$ cat src/rtl/spi_reg_bridge.sv
// spi_reg_bridge: turns chip-select framed SPI byte streams into register-bank
// write/read strobes. First byte of a frame is the command (bit7=1 write,
// bit7=0 read, low ADDR_W bits = start address); the rest is a data burst
// with auto-incrementing address. Reads prefetch the register onto
// miso_data_in so the next byte request finds it ready.
module spi_reg_bridge #(
  parameter int          ADDR_W  = 7,
  parameter logic [7:0]  TA_BYTE = 8'h00
) (
  input  logic              iCLK,
  input  logic              RST,
  input  logic              start_of_transfer,
  input  logic              end_of_transfer,
  input  logic [7:0]        mosi_data_out,
  input  logic              mosi_data_ready,
  input  logic              miso_data_request,
  output logic [7:0]        miso_data_in,
  output logic [ADDR_W-1:0] reg_addr,
  output logic [7:0]        reg_wdata,
  output logic              reg_we,
  output logic              reg_re,
  input  logic [7:0]        reg_rdata,
  output logic              xfer_active
);

  typedef enum logic [1:0] {
    S_IDLE = 2'd0,
    S_CMD  = 2'd1,
    S_WR   = 2'd2,
    S_RD   = 2'd3
  } state_t;

  state_t              state_q, state_d;
  logic [ADDR_W-1:0]   ptr_q, ptr_d;
  logic [ADDR_W-1:0]   addr_q, addr_d;
  logic [7:0]          wdata_q, wdata_d;
  logic                we_q, we_d;
  logic                re_q, re_d;
  logic                cap_q, cap_d;     // reg_rdata is valid this cycle
  logic [7:0]          miso_q, miso_d;
  logic                xfer_q, xfer_d;
  logic                kill;

  // A frame boundary landing in the strobe cycle itself must still cancel
  // the strobe, so the registered strobe is masked by the live pulses.
  assign kill        = start_of_transfer | end_of_transfer;
  assign reg_we      = we_q & ~kill;
  assign reg_re      = re_q & ~kill;
  assign reg_addr    = addr_q;
  assign reg_wdata   = wdata_q;
  assign miso_data_in = miso_q;
  assign xfer_active = xfer_q;

  // Next-state: frame control first (start beats end), then burst handling.
  always_comb begin
    state_d = state_q;
    ptr_d   = ptr_q;
    addr_d  = addr_q;
    wdata_d = wdata_q;
    we_d    = 1'b0;
    re_d    = 1'b0;
    cap_d   = 1'b0;
    miso_d  = miso_q;
    xfer_d  = xfer_q;
    if (start_of_transfer) begin
      state_d = S_CMD;
      xfer_d  = 1'b1;
      miso_d  = TA_BYTE;
    end else if (end_of_transfer) begin
      state_d = S_IDLE;
      xfer_d  = 1'b0;
      miso_d  = TA_BYTE;
    end else begin
      // Pointer advances at the end of each issued strobe cycle.
      if (reg_we || reg_re) ptr_d = ptr_q + ADDR_W'(1);
      if (reg_re)           cap_d = 1'b1;
      if (cap_q)            miso_d = reg_rdata;
      if (mosi_data_ready) begin
        case (state_q)
          S_CMD: begin
            ptr_d = mosi_data_out[ADDR_W-1:0];
            if (mosi_data_out[7]) begin
              state_d = S_WR;
            end else begin
              state_d = S_RD;
              re_d    = 1'b1;
              addr_d  = mosi_data_out[ADDR_W-1:0];
            end
          end
          S_WR: begin
            we_d    = 1'b1;
            addr_d  = ptr_q;
            wdata_d = mosi_data_out;
          end
          S_RD: begin
            re_d   = 1'b1;
            addr_d = ptr_q;
          end
          default: ;
        endcase
      end
      // Outside a read burst the shifter always gets the turnaround byte.
      if (miso_data_request && state_q != S_RD) miso_d = TA_BYTE;
    end
  end

  // State and output registers, synchronous reset.
  always_ff @(posedge iCLK) begin
    if (RST) begin
      state_q <= S_IDLE;
      ptr_q   <= '0;
      addr_q  <= '0;
      wdata_q <= '0;
      we_q    <= 1'b0;
      re_q    <= 1'b0;
      cap_q   <= 1'b0;
      miso_q  <= TA_BYTE;
      xfer_q  <= 1'b0;
    end else begin
      state_q <= state_d;
      ptr_q   <= ptr_d;
      addr_q  <= addr_d;
      wdata_q <= wdata_d;
      we_q    <= we_d;
      re_q    <= re_d;
      cap_q   <= cap_d;
      miso_q  <= miso_d;
      xfer_q  <= xfer_d;
    end
  end

endmodule
$ cat config.mk
export PLATFORM = sky130hd
export DESIGN_NAME = spi_reg_bridge
export DESIGN_NICKNAME = d
export VERILOG_FILES = /design/src/rtl/spi_reg_bridge.sv
export SDC_FILE = /design/constraint.sdc
export NUM_CORES = 1
export LEC_CHECK = 0
export ABC_CLOCK_PERIOD_IN_PS = 3600
export CORE_UTILIZATION = 49
export DETAILED_ROUTE_END_ITERATION = 7
export GPL_ROUTABILITY_DRIVEN = 0
export HOLD_SLACK_MARGIN = 0.15
export PLACE_DENSITY = 0.93
export SETUP_SLACK_MARGIN = 0.1
export SYNTH_ARGS = -nofsm -noshare
export SYNTH_HDL_FRONTEND = slang
export SYNTH_SLANG_ARGS = --single-unit
$ cat constraint.sdc
create_clock -name iCLK -period 3.6 [get_ports iCLK]
set_input_delay 0.72 -clock iCLK [delete_from_list [all_inputs] [get_ports iCLK]]
set_output_delay 0.72 -clock iCLK [all_outputs]
set_load 0.05 [all_outputs]
==> results of run 1 <==
placed cells by master, fill, tap and decap left out, types with 2 or more instances in the layout:
cell	Yosys	final
clkdlybuf4s50_1	0	47
a31oi_1	2	2
and2_1	2	2
o211ai_1	2	2
dfxtp_1	36	36
nor2_1	30	30
nand2_1	7	7
inv_1	6	6
mux2i_1	23	23
nand4_1	2	2
clkbuf_4	0	5
a21oi_1	8	8
nor3_1	5	5
o21ai_0	3	3
a211oi_1	9	9
o32ai_1	2	2
a21o_1	2	2
clkbuf_8	0	2
cell usage after synthesis, drive strengths merged:
cell     number  area, µm²
a2111oi       1       15.0
a31oi         2       12.5
buf           6       28.8
a22oi         1       7.51
nand3b        1       7.51
o32ai         2       17.5
nand4         2       12.5
nand2         7       26.3
or2           1       6.26
nor3          6       35.0
mux2i        23        230
a21oi         8       40.0
o211ai        2       15.0
ha            1       12.5
a32oi         1       8.76
or4           1       7.51
o2111ai       1       8.76
o21ai         4       20.0
inv           6       22.5
and2          2       12.5
and3          1       6.26
and3b         1       8.76
o41a          1       11.3
clkbuf        3       11.3
a21o          2       15.0
nor2b         1       6.26
dfxtp        36        721
o211a         1       10.0
nor2         31        124
a211oi        9       67.6
or3           1       6.26
cell families (layout without fill, tap and decap cells):
kind of cell	after synthesis	after routing
and+or+nand+nor	55	55
DFF	36	36
AOI/OAI and AO/OA	35	35
muxes	23	23
buffers and inverters	15	62
adders and majority gates	1	1
power groups by stage:
| stage | Clock [W] | Sequential, W | Combinational (W) |
|---|---|---|---|
| after floorplan | 0 | 0.000423 | 0.0000262 |
| after global placement | 0 | 0.000417 | 0.0000678 |
| after detailed placement | 0 | 0.000417 | 0.0000707 |
| after CTS | 0.000321 | 0.000408 | 0.0000709 |
| after global routing | 0.000337 | 0.000409 | 0.0000759 |
| final | 0.000319 | 0.000408 | 0.0000711 |
per-stage QoR:
| stage | instances | setup slack (ns) | instance area [µm²] |
|---|---|---|---|
| floorplan | 165 | 1.57 | 1530 |
| global placement | 235 | 0.503 | 2010 |
| detailed placement | 235 | 0.445 | 2010 |
| CTS | 243 | 0.438 | 2110 |
| global route | 243 | 0.379 | 2110 |
| finish | 243 | 0.452 | 2110 |
worst min-delay path: cells and delay by family, from the launching register on:
family / cells / cell delay [ns]
simple gates: 1 / 0.09
flops: 1 / 0.32
compound gates: 1 / 0.05
cell type report:
| class | count | area [µm²] |
|---|---|---|
| Sequential cell | 36 | 721 |
| Timing Repair Buffer | 48 | 478 |
| Fill cell | 232 | 747 |
| Tap cell | 31 | 38.8 |
| Clock inverter | 1 | 30.0 |
| Multi-Input combinational cell | 114 | 751 |
| Inverter | 6 | 22.5 |
| Clock buffer | 7 | 65.1 |
state kept, by name, indices dropped and copies added (netlist names):
register and cells:
state_q 2, xfer_active 1, reg_addr 7, reg_wdata 8, we_q 1, cap_q 1
re_q 1, miso_data_in 8, ptr_q 7
metal layers:
metal  up-vias  global-route usage [%]
met3         8                    4.69
met5         -                       0
met4         0                    9.18
li1        681                       -
met1       612                    25.6
met2        68                    40.1
path summary, 6_finish.rpt:
check                              endpoint                startpoint  slack [ns]
setup / recovery                     reg_we         start_of_transfer        0.45
hold reg to reg    reg_addr[0]$_SDFFE_PP0P_  reg_addr[0]$_SDFFE_PP0P_        0.50
setup reg to reg  reg_wdata[7]$_SDFFE_PP0P_   state_q[1]$_SDFFE_PP0P_        1.81
hold / removal     reg_addr[0]$_SDFFE_PP0P_  reg_addr[0]$_SDFFE_PP0P_        0.50
==> reports/metrics.csv, run 1 <==
metric,value,unit
dp.final_hpwl,2710,µm
status,"finished, violations left",
critPathRequiredTime,2.88,ns
synth_nets,188,
wl_met3,262,µm
cp_num_buf_inv,2,
r2r_cells,3,
comb_power_share,8.9,%
synth_cells,165,
crit_top_cell,clkdlybuf4s50_1,
ctsHoldBuffers,0,
seqPwrFrac,51.1,%
wl_per_cell,14.6,µm
drc_errors,4,
vias,1369,
syn-cell-area,1530,µm²
ys_seq_elements,36,
design.core.area,2850,µm²
critPathArrivalTime,2.43,ns
antenna_found_initial,0,
slew_viol_final,0,
synth.avg_cell_area,9.30,µm²
cp.depth,4,
sw_frac_of_total,22.1,%
fin_nets,234,
start_util,53.8,%
cts_setup_buffers,0,
ir_worst_vdd,0.284,mV
cts_tree,yes,
ant_nets,0,
synth_top_family_by_area,simple AND/OR/NAND/NOR gates,
p_switching,0.000176,W
top_layer,met4,
grt_pass1_vias,1301,
grt_max_degree,26,
max_freq,318,MHz
synth_compound_area_share,16.2,%
leakage,0.759,nW
fin_setup_tns,0,ns
p_per_area,379,nW/µm²
synth_mux_area_share,15.0,%
utilization,73.8,%
dieHeight,58.0,µm
grt_pass1_wl,5690,µm
internal_power,0.000622,W
setup_viol,0,
holdWs,0.502,ns
min_path_cells,2,
die_w,58.0,µm
yosysSeqAreaShare,47.0,%
drv_cap,0,
critical_path_class,input pin to primary output,
cts.sinks,36,
drive_gt1_share,5.66,%
cp_max_fo,9,
synth_xor_area_share,0,%
clkPwrFrac,40.0,%
post-route-min-period,3.15,ns
vias_per_cell,5.63,
diodes,0,
max_slew_margin,60.5,%
dieArea,3360,µm²
finalPower,0.000798,W
cts_buffers,5,
cts_buffer_depth,2,
cts_htree_levels,2,
drtIter0Drc,46,
min_path_type,register to register,
drt_first_pass_iters,7,
cpPeakStageDelay,0.80,ns
grt.overflow.total,0,
final.period_utilization,87.4,%
numPortBuffers,47,
cp-end-kind,primary output,
fin_skew,0.0138,ns
root_buffer,clkbuf_4,
synth_warnings,0,
violations,DRC,
cpMaxStageDelayCell,clkdlybuf4s50_1,
ios,48,
ys_types,35,
crit_path_start_kind,input pin,
synth_fa_ha_area_share,0.816,%
rsz0062_at_grt,false,
synth_simple_gate_area_share,16.9,%
worst_pin_slew,0.590,ns
crit_path_cell_trace,"clkdlybuf4s50_1, nor2_4, and2_1, clkdlybuf4s50_1",
path_clk_slew,0.11,ns
syn2layout_area_growth,37.3,%
clk_latency,0.34,ns
crit_family,buffers and inverters,
cts-resized-gates,0,
wl_met2,1830,µm
final-hold-violation-count,0,
fp-row-count,19,
m1WireLength,1400,µm
routed_wl,3540,µm
grt_use_total,22.3,%
No activity file was read; power rests on OpenSTA's default activity.
==> inputs of run 2 (changes only) <==
==> config.mk (replaced) <==
export PLATFORM = sky130hd
export DESIGN_NAME = spi_reg_bridge
export DESIGN_NICKNAME = d
export VERILOG_FILES = /design/src/rtl/spi_reg_bridge.sv
export SDC_FILE = /design/constraint.sdc
export NUM_CORES = 1
export LEC_CHECK = 0
export ABC_CLOCK_PERIOD_IN_PS = 3050
export CORE_MARGIN = 8
export CORE_UTILIZATION = 45
export DETAILED_ROUTE_END_ITERATION = 7
export GPL_ROUTABILITY_DRIVEN = 0
export HOLD_SLACK_MARGIN = 0.15
export PLACE_DENSITY = 0.87
export SETUP_SLACK_MARGIN = 0.1
export SYNTH_ARGS = -nofsm -noshare
export SYNTH_HDL_FRONTEND = slang
export SYNTH_SLANG_ARGS = --single-unit
export TNS_END_PERCENT = 1
==> constraint.sdc (replaced) <==
create_clock -name iCLK -period 3.05 [get_ports iCLK]
set_input_delay 0.61 -clock iCLK [delete_from_list [all_inputs] [get_ports iCLK]]
set_output_delay 0.61 -clock iCLK [all_outputs]
set_load 0.05 [all_outputs]
==> run 2 against run 1 <==
- the flow now finishes without violations
- non-clock buffer count stayed put
- clock-buffer cell count is the same
- utilization decreased by 11 points
- via count is 1.1% lower
- die area is 65% higher
- combinational power up 18%
- first-iteration DRC count is 22% higher
- power grew 5.1%
- design area fell by 0.89%
- critical path depth unchanged
- sequential power up 18%
- cell count is 6.2% higher
==> reports/metrics.csv, run 2 (synthesis results as in run 1) <==
metric,value,unit,change
grt_max_degree,26,,unchanged
numPortBuffers,47,,unchanged
comb_power_share,10.0,%,+1.1 points
root_buffer,clkbuf_4,,
design.core.area,3310,µm²,+16%
fin_skew,0.0145,ns,+0.000703 ns
utilization,63.0,%,-11 points
ant_nets,0,,unchanged
seqPwrFrac,57.4,%,+6.3 points
dp.final_hpwl,2850,µm,+5.3%
cts.sinks,36,,unchanged
vias,1354,,-1.1%
antenna_found_initial,0,,unchanged
diodes,0,,unchanged
final.period_utilization,75.2,%,
dieHeight,74.4,µm,+28%
ios,48,,unchanged
ir_worst_vdd,0.256,mV,-9.9%
nFillCells,300,,+29%
status,"complete, no violations",,
drtIter0Drc,56,,+22%
grt_pass1_wl,6260,µm,+10%
fin_nets,234,,unchanged
grt_use_total,14.6,%,-7.6 points
clkPwrFrac,32.5,%,-7.5 points
drive_gt1_share,6.13,%,+0.47 points
cts_buffer_depth,2,,unchanged
start_util,46.3,%,-7.4 points
grt.overflow.total,0,,unchanged
cp_max_fo,9,,unchanged
final_cells,258,,+6.2%
clk_latency,0.34,ns,about the same
fin_ws,0.757,ns,+0.305 ns
worst_pin_slew,0.597,ns,+0.00657 ns
max_freq,436,MHz,
p_switching,0.000209,W,+19%
drt_first_pass_iters,4,,-3
sw_frac_of_total,25.0,%,+2.9 points
p_per_area,402,nW/µm²,+6.0%
rsz0062_at_grt,false,,
crit_start,start_of_transfer,,
timing.rr.start,state_q[1]$_SDFFE_PP0P_,,
syn2layout_area_growth,36.1,%,
post-route-min-period,2.29,ns,
min_path_type,register to register,,
fin_setup_tns,0,ns,unchanged
slew_viol_final,0,,unchanged
rrSetupSlack,1.20,ns,-0.61 ns
place_ws,0.738,ns,+0.293 ns
cp-end-kind,primary output,,
max_slew_margin,60.2,%,-0.37 points
seqCellArea,721,µm²,unchanged
dieArea,5530,µm²,+65%
final-hold-violation-count,0,,unchanged
cts-resized-gates,0,,unchanged
path_clk_slew,0.11,ns,about the same
grt_pass1_vias,1346,,+3.5%
internal_power,0.000629,W,+1.2%
reg2reg_to,reg_wdata[2]$_SDFFE_PP0P_,,
critPathRequiredTime,2.44,ns,-0.44 ns
layout_commonest_cell,clkdlybuf4s50_1,,
crit_path_start_kind,input pin,,
fp-row-count,21,,+2
endpoint,reg_we,,
setup_viol,0,,unchanged
drc_errors,0,,-4
dp.cells,250,,+6.4%
ctsHoldBuffers,0,,unchanged
r2r_cells,3,,unchanged
cts_buffers,5,,unchanged
wl_per_cell,14.7,µm,+1.0%
die_w,74.4,µm,+28%
cts_htree_levels,2,,unchanged
leakage,0.743,nW,-2.1%
holdWs,0.505,ns,+0.00295 ns
cts_setup_buffers,0,,unchanged
critPathArrivalTime,1.68,ns,-0.75 ns
routed_wl,3790,µm,+7.3%
cts_tree,yes,,
vias_per_cell,5.25,,-6.8%
final_cell_mix,"clkdlybuf4s50_1 (45), dfxtp_1 (36), nor2_1 (30)",,
drv_cap,0,,unchanged
multi_input_area,751,µm²,unchanged
critical_path_class,input pin to primary output,,
## run 2: changes by cell type in the layout (fill, tap and decap cells not counted)
| cell | delta |
|---|---|
| buf_4 | +2 |
| clkdlybuf4s50_1 | -2 |
| bufinv_16 | -1 |
| clkbuf_1 | +1 |
| clkbuf_8 | -1 |
| clkinvlp_4 | +1 |
## run 2: per-stage QoR
stage | power, W | area, µm²
5_1_grt | 0.000878 | 2090
2_1_floorplan | 0.000530 | 1530
3_3_place_gp | 0.000574 | 2020
3_5_place_dp | 0.000576 | 2020
6_report | 0.000839 | 2090
4_1_cts | 0.000845 | 2090
## run 2: final cells by class
class | count | share of cell area, %
Tap cell | 46 | 2.76
Clock inverter | 1 | 0.360
Sequential cell | 36 | 34.5
Timing Repair Buffer | 48 | 22.7
Clock buffer | 7 | 2.64
Multi-Input combinational cell | 114 | 36.0
Inverter | 6 | 1.08
## run 2: power groups by stage
stage	combinational (W)	clock, W	sequential, W
6_report	0.0000840	0.000273	0.000482
3_3_place_gp	0.0000820	0	0.000492
5_1_grt	0.0000910	0.000304	0.000483
2_1_floorplan	0.0000309	0	0.000499
3_5_place_dp	0.0000833	0	0.000492
4_1_cts	0.0000838	0.000280	0.000482
## run 2: per-layer routing
metal  vias up  track usage [%]  part of all wire (%)
met2        40             22.8                    48
met5         -                0                     0
met4         0             8.48                   2.2
met1       619             17.5                    43
met3         7             4.18                   6.3
li1        688                -                     -
## run 2: critical path: stages
cell	delay, ns
clkdlybuf4s50_1	0.49
nor2_4	0.23
and2_1	0.16
buf_4	0.20
## run 2: worst min path at each step
stage / startpoint / end / slack, ns / cells past startpoint
after floorplan: ptr_q[3]$_SDFFE_PP0N_ / ptr_q[3]$_SDFFE_PP0N_ / 0.49 / 2
after CTS: miso_data_in[2]$_SDFFE_PP0P_ / miso_data_in[2]$_SDFFE_PP0P_ / 0.51 / 2
final: miso_data_in[2]$_SDFFE_PP0P_ / miso_data_in[2]$_SDFFE_PP0P_ / 0.50 / 2
after detailed placement: xfer_active$_SDFFE_PP0P_ / xfer_active$_SDFFE_PP0P_ / 0.48 / 2
after global routing: reg_addr[5]$_SDFFE_PP0P_ / reg_addr[5]$_SDFFE_PP0P_ / 0.53 / 2
after global placement: miso_data_in[3]$_SDFFE_PP0P_ / miso_data_in[3]$_SDFFE_PP0P_ / 0.47 / 2
